**config.mk**
```make
export PLATFORM = sky130hd
export DESIGN_NAME = gpio_mux_wb
export DESIGN_NICKNAME = d
export VERILOG_FILES = /design/src/rtl/gpio_mux_pkg.sv /design/src/rtl/gpio_mux_pin_sel.sv /design/src/rtl/gpio_mux_wb.sv
export SDC_FILE = /design/constraint.sdc
export NUM_CORES = 2
export LEC_CHECK = 0
export ABC_AREA = 1
export CELL_PAD_IN_SITES_DETAIL_PLACEMENT = 1
export CELL_PAD_IN_SITES_GLOBAL_PLACEMENT = 1
export CORE_AREA = 2 2 387 389
export DETAILED_ROUTE_END_ITERATION = 10
export DIE_AREA = 0 0 389 391
export PLACE_DENSITY_LB_ADDON = 0.08
export SYNTH_ARGS = -nofsm -noshare
export SYNTH_HDL_FRONTEND = slang
export SYNTH_SLANG_ARGS = --single-unit
```
**constraint.sdc**
```tcl
create_clock -name wb_clk_i -period 2.9 [get_ports wb_clk_i]
set_clock_uncertainty 0.2 [all_clocks]
set_input_delay 0.87 -clock wb_clk_i [delete_from_list [all_inputs] [get_ports wb_clk_i]]
set_output_delay 0.87 -clock wb_clk_i [all_outputs]
set_load 0.03 [all_outputs]
```
**src/rtl/gpio_mux_pkg.sv**
```systemverilog
// Shared constants for the per-pin GPIO multiplexer: register map, select field layout, FSM states.
// Latency: n/a (declarations only).
// Backpressure: n/a.
package gpio_mux_pkg;

    // Register offsets inside the 256-byte window
    localparam logic [7:0] SEL_BASE   = 8'h00;
    localparam logic [7:0] CTRL_OFF   = 8'h40;
    localparam logic [7:0] STATUS_OFF = 8'h44;

    // Select field layout: eight 4-bit fields per 32-bit SEL word
    localparam int SEL_FIELD_W   = 4;
    localparam int PINS_PER_WORD = 8;

    // Commit sequencer states
    localparam logic [1:0] ST_IDLE  = 2'd0;
    localparam logic [1:0] ST_BLANK = 2'd1;
    localparam logic [1:0] ST_APPLY = 2'd2;

    // STATUS register bits
    localparam int STAT_BUSY_BIT = 0;
    localparam int STAT_DROP_BIT = 1;

    // Effective owner of a pin: out-of-range selects behave as parked
    function automatic logic [SEL_FIELD_W-1:0] sel_eff(input logic [SEL_FIELD_W-1:0] sel,
                                                       input logic [SEL_FIELD_W-1:0] num_teams);
        return (sel > num_teams) ? '0 : sel;
    endfunction

endpackage

```
**src/rtl/gpio_mux_pin_sel.sv**
```systemverilog
// Combinational selector for one pin: picks the owning team's out/oeb, parks when unowned.
// Latency: 0 cycles (pure combinational).
// Backpressure: none.
module gpio_mux_pin_sel
    import gpio_mux_pkg::*;
#(
    parameter int NUM_TEAMS = 12
) (
    input  logic [SEL_FIELD_W-1:0] sel_i,
    input  logic [NUM_TEAMS-1:0]   team_out_i,
    input  logic [NUM_TEAMS-1:0]   team_oeb_i,
    output logic                   pin_out_o,
    output logic                   pin_oeb_o
);

    // Select 0 and any value above NUM_TEAMS match no team, leaving the pin parked
    always_comb begin
        pin_out_o = 1'b0;
        pin_oeb_o = 1'b1;
        for (int t = 1; t <= NUM_TEAMS; t++) begin
            if (sel_i == SEL_FIELD_W'(t)) begin
                pin_out_o = team_out_i[t-1];
                pin_oeb_o = team_oeb_i[t-1];
            end
        end
    end

endmodule

```
**src/rtl/gpio_mux_wb.sv**
```systemverilog
// Wishbone-controlled per-pin GPIO mux with staged selects and a blanking commit sequence.
// Latency: bus ack 1 cycle after request; designs_* to gpio_* 1 cycle (registered).
// Backpressure: at most one ack per two cycles; writes during a commit are acked and dropped.
module gpio_mux_wb
    import gpio_mux_pkg::*;
#(
    parameter int          NUM_TEAMS    = 12,
    parameter int          NUM_PINS     = 34,
    parameter logic [31:0] BASE_ADDR    = 32'h3000_0000,
    parameter int          BLANK_CYCLES = 4
) (
    input  logic                          wb_clk_i,
    input  logic                          wb_rst_i,
    input  logic                          wbs_stb_i,
    input  logic                          wbs_cyc_i,
    input  logic                          wbs_we_i,
    input  logic [3:0]                    wbs_sel_i,
    input  logic [31:0]                   wbs_dat_i,
    input  logic [31:0]                   wbs_adr_i,
    output logic                          wbs_ack_o,
    output logic [31:0]                   wbs_dat_o,
    input  logic [NUM_TEAMS*NUM_PINS-1:0] designs_gpio_out,
    input  logic [NUM_TEAMS*NUM_PINS-1:0] designs_gpio_oeb,
    output logic [NUM_PINS-1:0]           gpio_out,
    output logic [NUM_PINS-1:0]           gpio_oeb,
    output logic                          busy_o
);

    localparam logic [SEL_FIELD_W-1:0] TEAMS_W = SEL_FIELD_W'(NUM_TEAMS);
    localparam logic [7:0]             CNT_INIT = 8'(BLANK_CYCLES - 1);

    logic [SEL_FIELD_W-1:0] shadow_q [NUM_PINS];
    logic [SEL_FIELD_W-1:0] shadow_d [NUM_PINS];
    logic [SEL_FIELD_W-1:0] active_q [NUM_PINS];
    logic [SEL_FIELD_W-1:0] active_d [NUM_PINS];
    logic [NUM_PINS-1:0]    mask_q, mask_d;
    logic [1:0]             state_q, state_d;
    logic [7:0]             cnt_q, cnt_d;
    logic                   drop_q, drop_d;
    logic                   ack_q, ack_d;
    logic [31:0]            dat_q, dat_d;
    logic [NUM_PINS-1:0]    gpio_out_q, gpio_out_d;
    logic [NUM_PINS-1:0]    gpio_oeb_q, gpio_oeb_d;
    logic [NUM_PINS-1:0]    pin_out, pin_oeb;
    logic [31:0]            rd_data;

    // Bus decode; misaligned offsets fall into the "ack, read 0" space
    logic       in_win, req, wr, busy;
    logic       hit_sel, hit_ctrl, hit_status;
    logic       sel_wr, commit_req, drop_clr, drop_set;
    logic [7:0] off;
    logic [3:0] sel_word;

    assign in_win     = (wbs_adr_i[31:8] == BASE_ADDR[31:8]);
    assign off        = wbs_adr_i[7:0];
    assign sel_word   = off[5:2];
    assign req        = wbs_cyc_i & wbs_stb_i & in_win & ~ack_q;
    assign wr         = req & wbs_we_i;
    assign busy       = (state_q != ST_IDLE);
    assign hit_sel    = (off[7:6] == SEL_BASE[7:6]) && (off[1:0] == 2'b00);
    assign hit_ctrl   = (off == CTRL_OFF);
    assign hit_status = (off == STATUS_OFF);
    assign sel_wr     = wr & hit_sel;
    assign commit_req = wr & hit_ctrl & wbs_sel_i[0] & wbs_dat_i[0];
    assign drop_clr   = wr & hit_status & wbs_sel_i[0] & wbs_dat_i[STAT_DROP_BIT];
    assign drop_set   = busy & (sel_wr | commit_req);

    // Read mux: SEL words gather their fields, STATUS reports busy/drop, all else reads 0
    always_comb begin
        rd_data = '0;
        if (hit_sel) begin
            for (int p = 0; p < NUM_PINS; p++) begin
                if (sel_word == 4'(p / PINS_PER_WORD)) begin
                    rd_data[SEL_FIELD_W*(p % PINS_PER_WORD) +: SEL_FIELD_W] = shadow_q[p];
                end
            end
        end else if (hit_status) begin
            rd_data[STAT_BUSY_BIT] = busy;
            rd_data[STAT_DROP_BIT] = drop_q;
        end
    end

    // Shadow writes, drop flag and commit sequencer next-state
    always_comb begin
        shadow_d = shadow_q;
        active_d = active_q;
        mask_d   = mask_q;
        state_d  = state_q;
        cnt_d    = cnt_q;
        drop_d   = drop_q;
        ack_d    = req;
        dat_d    = req ? rd_data : 32'h0;

        if (sel_wr && !busy) begin
            for (int p = 0; p < NUM_PINS; p++) begin
                if (sel_word == 4'(p / PINS_PER_WORD) && wbs_sel_i[(p % PINS_PER_WORD) / 2]) begin
                    shadow_d[p] = wbs_dat_i[SEL_FIELD_W*(p % PINS_PER_WORD) +: SEL_FIELD_W];
                end
            end
        end

        // A new drop wins over a same-cycle clear
        if (drop_clr) drop_d = 1'b0;
        if (drop_set) drop_d = 1'b1;

        case (state_q)
            ST_IDLE: begin
                if (commit_req) begin
                    state_d = ST_BLANK;
                    cnt_d   = CNT_INIT;
                    for (int p = 0; p < NUM_PINS; p++) begin
                        mask_d[p] = (sel_eff(shadow_q[p], TEAMS_W) != sel_eff(active_q[p], TEAMS_W));
                    end
                end
            end
            ST_BLANK: begin
                if (cnt_q == 8'd0) state_d = ST_APPLY;
                else               cnt_d   = cnt_q - 8'd1;
            end
            ST_APPLY: begin
                active_d = shadow_q;
                mask_d   = '0;
                state_d  = ST_IDLE;
            end
            default: begin
                mask_d  = '0;
                state_d = ST_IDLE;
            end
        endcase
    end

    // Per-pin selectors driven from the next-state select so blanking aligns with busy
    for (genvar p = 0; p < NUM_PINS; p++) begin : g_pin
        logic [NUM_TEAMS-1:0] team_out, team_oeb;
        for (genvar t = 0; t < NUM_TEAMS; t++) begin : g_team
            assign team_out[t] = designs_gpio_out[t*NUM_PINS + p];
            assign team_oeb[t] = designs_gpio_oeb[t*NUM_PINS + p];
        end
        gpio_mux_pin_sel #(.NUM_TEAMS(NUM_TEAMS)) u_pin_sel (
            .sel_i      (active_d[p]),
            .team_out_i (team_out),
            .team_oeb_i (team_oeb),
            .pin_out_o  (pin_out[p]),
            .pin_oeb_o  (pin_oeb[p])
        );
    end

    // Pins being re-routed are forced to high-Z with output low
    always_comb begin
        gpio_out_d = pin_out & ~mask_d;
        gpio_oeb_d = pin_oeb | mask_d;
    end

    // State, bus response and pin output registers
    always_ff @(posedge wb_clk_i) begin
        if (wb_rst_i) begin
            for (int p = 0; p < NUM_PINS; p++) begin
                shadow_q[p] <= '0;
                active_q[p] <= '0;
            end
            mask_q     <= '0;
            state_q    <= ST_IDLE;
            cnt_q      <= '0;
            drop_q     <= 1'b0;
            ack_q      <= 1'b0;
            dat_q      <= '0;
            gpio_out_q <= '0;
            gpio_oeb_q <= '1;
        end else begin
            shadow_q   <= shadow_d;
            active_q   <= active_d;
            mask_q     <= mask_d;
            state_q    <= state_d;
            cnt_q      <= cnt_d;
            drop_q     <= drop_d;
            ack_q      <= ack_d;
            dat_q      <= dat_d;
            gpio_out_q <= gpio_out_d;
            gpio_oeb_q <= gpio_oeb_d;
        end
    end

    assign wbs_ack_o = ack_q;
    assign wbs_dat_o = dat_q;
    assign gpio_out  = gpio_out_q;
    assign gpio_oeb  = gpio_oeb_q;
    assign busy_o    = busy;

endmodule

```
==> flow_summary.yaml <==
run_status:
  run_status: "finished, final reports clean"
sta:
  setup_ws_ns: 0.07040
  fin_crit_ns: 2.830
  drv_slew: 0
  worst_slew_pin_slew_ns: 0.8982
  whs_ns: 0.2603
  final_hold_viol_count: 0
  maxSlewHeadroom_pct: 39.48
  period_share_pct: 97.57
  max_freq_mhz: 353.4
  rsz0062_at_grt: "no"
  setup_viol: 0
  setup-tns-final_ns: 0
worst_setup_path:
  crit_slowest_cell: "clkdlybuf4s50_1"
  cp_top_family: "buffers and inverters"
  crit_path_end_kind: "output pin"
  startpoint_type: "flip-flop"
  crit_chain: "clkdlybuf4s50_1"
  crit_buf_inv: 1
  critical-path-max-stage-delay_ns: 0.78
  crit_fanout: 1
  arrival_ns: 1.76
  crit_required_ns: 1.83
  crit_type: "reg2out"
placed_design:
  gp_congestion: 0.8736
  port_buffers: 990
  dp_hpwl_um: 144600
  place_ws_ns: -0.7515
  dp.cells: 8276
pwr:
  ir_drop_mv: 0.4121
  power_frac_seq_pct: 38.9
  p_clk_share_pct: 49.5
  switching_share_pct: 24.17
  p_int_w: 0.01120
  power.net_switching_w: 0.003571
  p_leak_nw: 19.04
  p_per_area_mw_per_mm2: 321.8
  pwr-share-comb_pct: 11.6
synth:
  synth_top_area_share_pct: 27.70
  synth.top_cells.by_area: "dfxtp_1, nand2_1, nor2_1, inv_1, nand3_1"
  ys_top_cells_by_count: "nand2_1, nor2_1, inv_1"
  synth_top_cell_by_area: "dfxtp_1"
  synth_seq_cells: 418
  synth_warnings: 0
  synth_cells: 5273
  ys.flop_type: "dfxtp_1"
  async_reset_ff_share_pct: 0
  yosysUniqueCellTypes: 42
  avgSynthCellArea_um2: 5.729
  syn-num-nets: 6164
  syn_area_mm2: 0.03021
  ys_seq_area_share_pct: 27.70
  synth.most_common_cell: "nand2_1"
  synth-edff-count: 0
detailed_routing:
  drt_iter0_drc: 1549
  route.met3.wl_um: 11740
  ant_nets: 0
  drt-met1-wl_um: 75130
  drc: 0
  wl_um: 174100
  vias: 37849
  top_layer: "met5"
  vias_per_cell: 4.506
  routedWlPerCell_um: 20.72
  dr.pass1.iters: 5
  wl_met2_um: 82580
clocking:
  cts_root_buffer: "clkbuf_16"
  clockBufferDepth: 3
  clkTransAtPathRegs_ns: 0.06
  cts_sinks: 418
  cts_htree_levels: 2
  clk_latency_ns: 0.67
  hold_buffers: 0
  numCtsBuffers: 57
  cts_tree: "yes"
run:
  cap_violations: 0
global_routing:
  grt_pass1_vias: 39848
  overflow: 0
  grt_usage_pct: 22.16
  grt_pass1_wl_um: 253700
  grt_max_degree: 88
  grt_antenna_before_repair: 34
finish:
  ff_latch_area_mm2: 0.008372
  areaGrowthSynthToFinish_pct: 51.98
  layout-drive-gt1-share_pct: 6.336
  fillers: 18980
  finalNetCount: 7286
  multi_input_area_mm2: 0.01836
  final_cells: 8400
floorplan:
  initial_core_util_pct: 20.34
  dieArea_mm2: 0.1521
  die_width_um: 389
  ios: 991
  die_h_um: 391
  num_rows: 142
  core_mm2: 0.1485
hold_path:
  hold_path.class: "reg2reg"
-- routing by layer --
layer	track usage, %	vias up
met2	38.49	921
met3	5.991	198
met5	0	-
met4	5.701	26
met1	26.86	17748
li1	-	18956
-- flip-flops by register name, summed over array words and instances, names as in the netlist --
name       cells
mask_q        34
state_q        2
gpio_out      34
wbs_ack_o      1
gpio_oeb      34
shadow_q     136
wbs_dat_o     32
cnt_q          8
active_q     136
drop_q         1
-- what timing repair did --
| item | 4_1_cts | 5_1_grt |
|---|---|---|
| buffers inserted | 0 | 2 |
| pin swaps | 0 | 14 |
| setup endpoints to repair | 13 | 191 |
| resized for setup | 14 | 27 |
| cloned | 2 | 0 |
-- power groups by stage --
stage                     clock network (W)  registers [W]  logic, W
after detailed placement                  0        0.00587   0.00173
after floorplan                           0        0.00587  0.000214
after global routing                0.00780        0.00574   0.00181
after global placement                    0        0.00587   0.00173
after CTS                           0.00759        0.00574   0.00174
final                               0.00732        0.00574   0.00171
-- through the flow --
step                total power (W)  cell area (um2)  util [%]
finish                      0.01477            45910     30.91
global route                0.01534            45890     30.90
CTS                         0.01507            45770     30.81
detailed placement         0.007593            43800     29.49
global placement           0.007595            43800     29.49
floorplan                  0.006083            30210         -
-- layout by cell type (no fill, tap or decap), types with 5 or more instances in the layout --
cell type / n
clkinv_2: 13
clkbuf_16: 59
buf_12: 24
or2_2: 6
a21oi_1: 118
nand3b_1: 136
o22ai_1: 35
clkbuf_1: 11
or2_0: 19
nor3_1: 94
nand4_1: 163
a211oi_1: 8
diode_2: 17
clkdlybuf4s50_1: 971
nor3_2: 10
nand3_1: 460
dfxtp_1: 417
o211ai_1: 51
inv_1: 777
dlymetal6s2s_1: 6
o21ai_0: 213
o2111ai_1: 14
buf_4: 170
nor2_1: 1156
o31ai_1: 16
inv_2: 22
dlygate4sd2_1: 9
xor2_1: 55
clkbuf_8: 11
xnor2_1: 63
nor2_4: 21
nand2_2: 5
nor2_2: 33
nand2_1: 1221
-- final timing paths --
check,start,to,slack (ns),cells past startpoint
setup / recovery,wbs_dat_o[31],wbs_dat_o[31],0.07,1
hold / removal,cnt_q[0],cnt_q[0],0.26,1
setup reg to reg,state_q[0],gpio_out[11],0.26,13
hold reg to reg,cnt_q[0],cnt_q[0],0.26,1
-- logic make-up (layout without fill, tap and decap cells) --
logic type	after synthesis	after routing	share of synthesized area, %
AO/OA/AOI/OAI	465	465	8.714
XOR/XNOR	118	118	3.421
adder cells (fa/ha/maj)	2	2	0.08282
buffers and inverters	929	2095	11.88
flip-flops	418	418	27.70
other	0	17	0
AND/OR/NAND/NOR	3341	3341	48.20
-- area by class of cell --
| type | instances | area share, % |
|---|---|---|
| multi-input combinational | 3926 | 39.98 |
| timing repair buffer | 1188 | 25.66 |
| sequential | 418 | 18.23 |
| inverter | 804 | 6.614 |
| tap | 1944 | 5.298 |
| clock buffer | 80 | 3.605 |
| clock inverter | 23 | 0.5178 |
| antenna | 17 | 0.09266 |
(Power assumes the default switching activity.)
